<file path="src/rtl/string_pkg.sv">
// Shared definitions for the string serializer: FSM states, NUL byte and
// width helpers derived from the packed string word width.
package string_pkg;

  typedef enum logic [1:0] {
    S_IDLE = 2'd0,
    S_SKIP = 2'd1,
    S_SEND = 2'd2,
    S_TERM = 2'd3
  } state_t;

  localparam logic [7:0] NUL = 8'h00;

  function automatic int bytes_of(input int len);
    return len / 8;
  endfunction

  function automatic int cw_of(input int len);
    return $clog2(len / 8 + 1);
  endfunction

endpackage

</file>
<file path="src/rtl/string_serializer.sv">
// Streams a right-justified, NUL-padded string word out one byte per
// handshake, first character first, optionally followed by a NUL terminator.
module string_serializer
  import string_pkg::*;
#(
  parameter int LEN  = 32,
  parameter bit TERM = 1'b1,
  localparam int CW  = cw_of(LEN)
) (
  input  logic           clk,
  input  logic           rst_n,
  input  logic           load_valid,
  output logic           load_ready,
  input  logic [LEN-1:0] load_data,
  output logic           tx_valid,
  input  logic           tx_ready,
  output logic [7:0]     tx_data,
  output logic           tx_last,
  output logic           busy,
  output logic           done,
  output logic [CW-1:0]  char_count
);

  localparam logic [CW-1:0] NB_C  = CW'(bytes_of(LEN));
  localparam logic [CW-1:0] ONE_C = CW'(1);
  localparam logic [CW-1:0] TWO_C = CW'(2);

  state_t          r_state;
  logic [LEN-1:0]  r_sreg;
  logic [CW-1:0]   r_rem;
  logic [CW-1:0]   r_count;
  logic            r_tx_valid;
  logic [7:0]      r_tx_data;
  logic            r_tx_last;
  logic            r_busy;
  logic            r_done;
  logic            r_load_ready;

  logic [LEN-1:0]  w_sh1;
  logic [LEN-1:0]  w_sh2;
  logic [7:0]      w_top;
  logic [7:0]      w_next;
  logic [7:0]      w_next2;
  logic            w_end;
  logic            w_end_nxt;
  logic            w_tx_hs;
  logic            w_ld_hs;

  // Shifted views give the following bytes without out-of-range slices for small LEN.
  assign w_sh1     = r_sreg << 8;
  assign w_sh2     = r_sreg << 16;
  assign w_top     = r_sreg[LEN-1 -: 8];
  assign w_next    = w_sh1[LEN-1 -: 8];
  assign w_next2   = w_sh2[LEN-1 -: 8];
  assign w_end     = (r_rem == ONE_C) || (w_next == NUL);
  assign w_end_nxt = (r_rem == TWO_C) || (w_next2 == NUL);
  assign w_tx_hs   = r_tx_valid && tx_ready;
  assign w_ld_hs   = load_valid && r_load_ready;

  always_ff @(posedge clk or negedge rst_n) begin
    if (!rst_n) begin
      r_state      <= S_IDLE;
      r_sreg       <= '0;
      r_rem        <= '0;
      r_count      <= '0;
      r_tx_valid   <= 1'b0;
      r_tx_data    <= 8'h00;
      r_tx_last    <= 1'b0;
      r_busy       <= 1'b0;
      r_done       <= 1'b0;
      r_load_ready <= 1'b1;
    end else begin
      r_done <= 1'b0;
      case (r_state)
        S_IDLE: begin
          if (w_ld_hs) begin
            r_sreg       <= load_data;
            r_rem        <= NB_C;
            r_count      <= '0;
            r_busy       <= 1'b1;
            r_load_ready <= 1'b0;
            r_state      <= S_SKIP;
          end
        end
        S_SKIP: begin
          if (w_top != NUL) begin
            r_tx_valid <= 1'b1;
            r_tx_data  <= w_top;
            r_tx_last  <= w_end && (TERM == 1'b0);
            r_state    <= S_SEND;
          end else if (r_rem > ONE_C) begin
            r_sreg <= w_sh1;
            r_rem  <= r_rem - ONE_C;
          end else if (TERM) begin
            r_tx_valid <= 1'b1;
            r_tx_data  <= NUL;
            r_tx_last  <= 1'b1;
            r_state    <= S_TERM;
          end else begin
            r_busy       <= 1'b0;
            r_load_ready <= 1'b1;
            r_done       <= 1'b1;
            r_state      <= S_IDLE;
          end
        end
        S_SEND: begin
          if (w_tx_hs) begin
            r_count <= r_count + ONE_C;
            r_sreg  <= w_sh1;
            if (r_rem > ONE_C) r_rem <= r_rem - ONE_C;
            if (!w_end) begin
              r_tx_data <= w_next;
              r_tx_last <= w_end_nxt && (TERM == 1'b0);
            end else if (TERM) begin
              r_tx_data <= NUL;
              r_tx_last <= 1'b1;
              r_state   <= S_TERM;
            end else begin
              r_tx_valid   <= 1'b0;
              r_tx_data    <= NUL;
              r_tx_last    <= 1'b0;
              r_busy       <= 1'b0;
              r_load_ready <= 1'b1;
              r_done       <= 1'b1;
              r_state      <= S_IDLE;
            end
          end
        end
        S_TERM: begin
          if (w_tx_hs) begin
            r_tx_valid   <= 1'b0;
            r_tx_last    <= 1'b0;
            r_busy       <= 1'b0;
            r_load_ready <= 1'b1;
            r_done       <= 1'b1;
            r_state      <= S_IDLE;
          end
        end
        default: begin
          r_tx_valid   <= 1'b0;
          r_busy       <= 1'b0;
          r_load_ready <= 1'b1;
          r_state      <= S_IDLE;
        end
      endcase
    end
  end

  assign load_ready = r_load_ready;
  assign tx_valid   = r_tx_valid;
  assign tx_data    = r_tx_data;
  assign tx_last    = r_tx_last;
  assign busy       = r_busy;
  assign done       = r_done;
  assign char_count = r_count;

endmodule
</file>
<file path="config.mk">
export PLATFORM = sky130hd
export DESIGN_NAME = string_serializer
export DESIGN_NICKNAME = d
export VERILOG_FILES = /design/src/rtl/string_pkg.sv /design/src/rtl/string_serializer.sv
export SDC_FILE = /design/constraint.sdc
export NUM_CORES = 1
export LEC_CHECK = 0
export ABC_AREA = 0
export ABC_CLOCK_PERIOD_IN_PS = 2800
export BUFFER_PORTS_ARGS = -buffer_cell sky130_fd_sc_hd__buf_2
export CAP_MARGIN = 0
export CORE_AREA = 2 2 76 78
export DETAILED_ROUTE_END_ITERATION = 10
export DIE_AREA = 0 0 78 80
export PLACE_DENSITY = 0.78
export SYNTH_ARGS = -nofsm -noshare
export SYNTH_HDL_FRONTEND = slang
export SYNTH_SLANG_ARGS = --single-unit
export TNS_END_PERCENT = 100
</file>
<file path="constraint.sdc">
create_clock -name clk -period 2.8 [get_ports clk]
set_input_delay 0.84 -clock clk [delete_from_list [all_inputs] [get_ports clk]]
set_output_delay 0.84 -clock clk [all_outputs]
set_load 0.005 [all_outputs]
</file>
==> results.toml, run 1 <==
[status]
status = "finished clean"

[sta]
final.setup.tns_ps = 0
fmax_mhz = 417
rsz0062_at_grt = "no"
max_slew.worst_pin.slew_ps = 825
finalClockSkew_ps = 8.70
relSlewSlack = 0.450
setup_violations = 0
final_max_slew_viol_count = 0
fin_crit_ps = 2400
final_hold_viol_count = 0
fin_crit_sh = 0.857

[pwr]
ir_drop_v = 0.000826
power_leakage_nw = 1.60
p_sw_frac = 0.362
powerDensity_nw_per_um2 = 1420
p_seq_frac = 0.299
p_comb_frac = 0.611
internal_power_mw = 3.05
power.total_mw = 4.78
p_switching_mw = 1.73
clockPowerShare = 0.090

[routing]
dr.pass1.iters = 4
num_vias = 1900
wl_per_cell_um = 15.9
antenna_left = 0
drt-initial-drc-count = 158
viasPerCell = 5.49
drc_errors = 0
drt_wl_total_um = 5500

[finish]
drive_above_1_share = 0.518
utilization = 0.622
final_nets = 317
finalInstanceArea_sq_um = 3360
fin_cells = 346
antenna_cells = 0
area_delta_synth_final_pct = 15.6

[synth]
synth_edf_count = 0
synth_fp_nets = 260
avgSynthCellArea_sq_um = 13.5
netlist_area_sq_um = 2910
postSynthCellCount = 216
synth-seq-cells = 53
yosysWarnings = 0
yosysSeqAreaShare = 0.456
synthArstFlopShare = 1.00
synth_cell_type_count = 43
ys.flop_type = "dfrtp_1"

[critical_path]
reg2regPathDepth = 5
r2r_end = "r_sreg[27]"
cp-start-kind = "flip-flop"
crit_type = "flip-flop to flip-flop"
max_stage_delay_ps = 560
cp_data_required_time_ps = 3000
end_kind = "flip-flop"
critPathArrivalTime_ps = 2600
reg2reg_slack_ps = 400
cpMaxStageDelayCell = "a211oi_4"
cp_cell_sequence = "nor4_2 > o2111ai_2 > a211oi_4 > buf_12 > mux2_4"
timing.rr.start = "r_sreg[24]"
crit_fanout = 11

[floorplanning]
row_count = 27
top_level_ports = 52
die_h_um = 80
core_sq_um = 5410
die_w_um = 78
dieArea_sq_um = 6240
start_util = 0.538

[cts]
cts.sinks = 53
cts_root_buf = "clkbuf_8"
hold_buffers = 0
cts_tree = "built"
cts_buffers = 5
clockBufferDepth = 2
clkTransAtPathRegs_ps = 90
cts_setup_buffers = 0
clock_latency_ps = 310
htree_levels = 2
post_cts_resized = 0

[global_route]
antenna_found_initial = 0
grt_use_total = 0.194
grt_pass1_wl_um = 9440
grt_pass1_vias = 1971
grt_max_degree = 38
gr-total-overflow = 0

[worst_hold_path]
whs_endpoint = "tx_data[7]"
hold_start = "tx_data[7]"
hp-class = "flip-flop to flip-flop"
min_path_cells = 1

[placement]
portBuffers = 51
place_area_sq_um = 3280
finalWeightedCongestion = 0.882
dpl.cell_count = 338
hpwlAfterDp_um = 4090

[job]
maxCapViolCount = 0
==> Yosys cell counts, types with 2 or more instances <==
cell type	instances	area [sq um]
dfrtp_1	52	1300
o22ai_1	2	12.5
inv_1	8	30.0
mux2_2	35	394
nor3_1	3	15.0
clkbuf_1	8	30.0
nand2_1	4	15.0
nor2b_1	9	56.3
a21o_1	2	15.0
nand3_1	3	15.0
nor4_2	2	25.0
nor4_1	2	12.5
nand2b_1	2	12.5
o21ai_0	4	20.0
a21oi_1	6	30.0
buf_12	3	60.1
a22o_1	8	70.1
mux2_4	30	450
nor2_1	2	7.51
ha_1	8	100
==> registers in the layout, indices dropped and copies added (netlist names) <==
register,count
tx_last,1
r_rem,3
load_ready,1
r_sreg,32
busy,1
char_count,3
tx_data,8
done,1
tx_valid,1
r_state,2
==> area by class of cell <==
type / instances / area (sq um)
Tap cell: 72 / 90.1
Multi-Input combinational cell: 144 / 1460
Fill cell: 444 / 2040
Clock inverter: 2 / 13.8
Timing Repair Buffer: 61 / 368
Inverter: 8 / 30.0
Sequential cell: 53 / 1330
Clock buffer: 6 / 72.6
==> per-stage QoR <==
step	hold slack [ps]	worst slack, ps
after floorplan	476	512
after global placement	491	283
after detailed placement	492	252
after CTS	513	377
after global routing	537	239
final	506	400
==> worst max path at each step <==
stage / start / end / slack [ps] / cells after the start
6_report: r_sreg[24] / r_sreg[27] / 400 / 5
5_1_grt: r_sreg[24] / r_sreg[27] / 240 / 5
4_1_cts: r_sreg[24] / r_sreg[27] / 380 / 5
3_5_place_dp: tx_ready / r_sreg[27] / 250 / 6
3_3_place_gp: tx_ready / r_sreg[24] / 280 / 6
2_1_floorplan: load_valid / r_sreg[0] / 510 / 5
==> placed cells by master, fill, tap and decap left out, types with 3 or more instances in the layout <==
cell	synthesis	final
buf_2	0	51
nand2_1	4	4
dfrtp_1	52	52
mux2_4	30	30
nor2b_1	9	9
nand3_1	3	3
ha_1	8	8
o21ai_0	4	4
nor3_1	3	3
a21oi_1	6	6
inv_1	8	8
mux2_2	35	35
clkbuf_8	0	5
a22o_1	8	8
buf_12	3	3
buf_4	0	7
==> power by group through the flow <==
stage	registers (mW)	clock network (mW)	logic (mW)
after floorplan	1.37	0	2.40
after CTS	1.43	0.435	2.94
after global placement	1.43	0	2.82
after detailed placement	1.44	0	2.92
after global routing	1.48	0.466	3.18
final	1.43	0.428	2.92
==> cell families after synthesis <==
family                     share of synthesized area
muxes                                          0.294
DFF                                            0.456
AOI/OAI and AO/OA                              0.104
and+or+nand+nor                               0.0701
buffers and inverters                         0.0413
adders and majority gates                     0.0344
==> routing by layer <==
layer  GRT usage  wire length [um]
met1       0.252              2570
met2       0.323              2570
met3      0.0430               257
met4      0.0649               102
met5           0                 0
==> critical path: cells and delay by family, from the launching register on <==
family | cells | cell delay (ps)
muxes | 1 | 310
buffers and inverters | 1 | 220
DFF | 1 | 420
and+or+nand+nor | 1 | 520
AOI/OAI and AO/OA | 2 | 820
No activity file was read; power rests on OpenSTA's default activity.
==> inputs of run 2 (changes only) <==
- CELL_PAD_IN_SITES_DETAIL_PLACEMENT: unset -> 2
- CELL_PAD_IN_SITES_GLOBAL_PLACEMENT: unset -> 2
- CORE_AREA: 2 2 76 78 -> 2 2 91 93
- DIE_AREA: 0 0 78 80 -> 0 0 93 95
- PLACE_DENSITY: 0.78 -> 0.79
==> run 2 against run 1 <==
Net effect: wire length is 24% higher; worst hold slack worse by 110 ps; global-route usage is 2.4 points lower; largest power group unchanged; first-iteration DRC count is 67% lower.
==> results.toml, run 2 (same netlist as run 1, synthesis figures left out) <==
[status]
status = "finished clean"

[worst_hold_path]
hp-class = "primary input to async pin"

[cts]
clockBufferDepth = 2
clkTransAtPathRegs_ps = 100
clock_latency_ps = 320
cts_root_buf = "clkbuf_8"
post_cts_resized = 0
cts_buffers = 5
hold_buffers = 0
cts.sinks = 53
htree_levels = 2
cts_setup_buffers = 0
cts_tree = "built"

[pwr]
clockPowerShare = 0.094
p_switching_mw = 1.81
power_leakage_nw = 1.57
ir_drop_v = 0.000516
p_comb_frac = 0.603
powerDensity_nw_per_um2 = 1420
p_seq_frac = 0.304
p_sw_frac = 0.382
internal_power_mw = 2.93

[routing]
drc_errors = 0
wl_met3_um = 236
antenna_left = 0
drt-initial-drc-count = 52
dr.pass1.iters = 4
wl_met2_um = 3340
num_vias = 1953
top_layer = "met4"
drt-met1-wl_um = 3070
wl_per_cell_um = 18.2
drt_wl_total_um = 6800
viasPerCell = 5.22

[global_route]
gr-total-overflow = 0
grt_pass1_vias = 2184
grt_pass1_wl_um = 11500
antenna_found_initial = 0
grt_use_total = 0.171
grt_max_degree = 33

[finish]
antenna_cells = 0
multi_input_area_sq_um = 1460
drive_above_1_share = 0.509
finalInstanceArea_sq_um = 3340
final_cell_mix = "dfrtp_1, buf_2, mux2_2"
fillers = 854
seq_area_sq_um = 1330
largest_reg_flops = 32
largest_register = "r_sreg"
area_delta_synth_final_pct = 14.9
final_common_cell = "dfrtp_1"
final_nets = 312

[critical_path]
crit_type = "flip-flop to flip-flop"
critPathArrivalTime_ps = 2630
cp_data_required_time_ps = 2990
cp-start-kind = "flip-flop"
crit_fanout = 32
end_kind = "flip-flop"

[floorplanning]
die_h_um = 95
core_sq_um = 7930
top_level_ports = 52
start_util = 0.367
dieArea_sq_um = 8840
row_count = 33
die_w_um = 93

[placement]
place_area_sq_um = 3260
portBuffers = 51
finalWeightedCongestion = 0.758
hpwlAfterDp_um = 5080
pre_cts_ws_ps = 289

[sta]
finalClockSkew_ps = 15.8
fmax_mhz = 411
fin_crit_sh = 0.869
final_max_slew_viol_count = 0
max_slew.worst_pin.slew_ps = 649
relSlewSlack = 0.568
rsz0062_at_grt = "no"
fin_crit_ps = 2430
final.setup.tns_ps = 0
final_hold_viol_count = 0
timing.final.ws_setup_ps = 368
setup_violations = 0

[job]
maxCapViolCount = 0
-- run 2: cell type report --
| cell class | instances | area share |
|---|---|---|
| flip-flops and latches | 53 | 0.397 |
| repair buffers | 56 | 0.0914 |
| clock buffers | 6 | 0.0217 |
| well taps | 105 | 0.0393 |
| multi-input cells | 144 | 0.437 |
| inverters | 8 | 0.00899 |
| clock inverters | 2 | 0.00412 |
-- run 2: path summary, 6_finish.rpt --
check	from	to	slack (ps)	cells past startpoint
setup / recovery	r_sreg[24]	r_sreg[22]	370	5
hold / removal	rst_n	r_sreg[7]	400	1
setup reg to reg	r_sreg[24]	r_sreg[22]	370	5
hold reg to reg	tx_data[7]	tx_data[7]	510	1
max in group asynchronous	rst_n	r_sreg[15]	1810	2
min in group clk	tx_data[7]	tx_data[7]	510	1
-- run 2: metrics by stage --
step                hold slack [ps]  total power, mW  utilization  std cells
global route                    400             5.12        0.422        374
detailed placement              491             4.35        0.411        366
CTS                             389             4.82        0.422        374
global placement                491             4.20        0.411        366
floorplan                       476             3.77            -        216
finish                          397             4.75        0.422        374
-- run 2: worst max-delay path, cell delays in order, from the launching register on --
cell	delay, ps
dfrtp_1	430
nor4_2	500
o2111ai_2	370
a211oi_4	360
buf_12	280
mux2_2	370
-- run 2: layer usage --
layer  global-route usage  up-vias
li1                     -      900
met1                0.224     1004
met2                0.280       39
met3               0.0335       10
met4               0.0650        0
met5                    0        -
-- run 2: power groups by stage --
stage | registers, mW | logic, mW | clock network, mW
floorplan | 1.37 | 2.40 | 0
global placement | 1.43 | 2.77 | 0
detailed placement | 1.46 | 2.89 | 0
CTS | 1.45 | 2.92 | 0.461
global route | 1.50 | 3.13 | 0.490
finish | 1.44 | 2.86 | 0.444
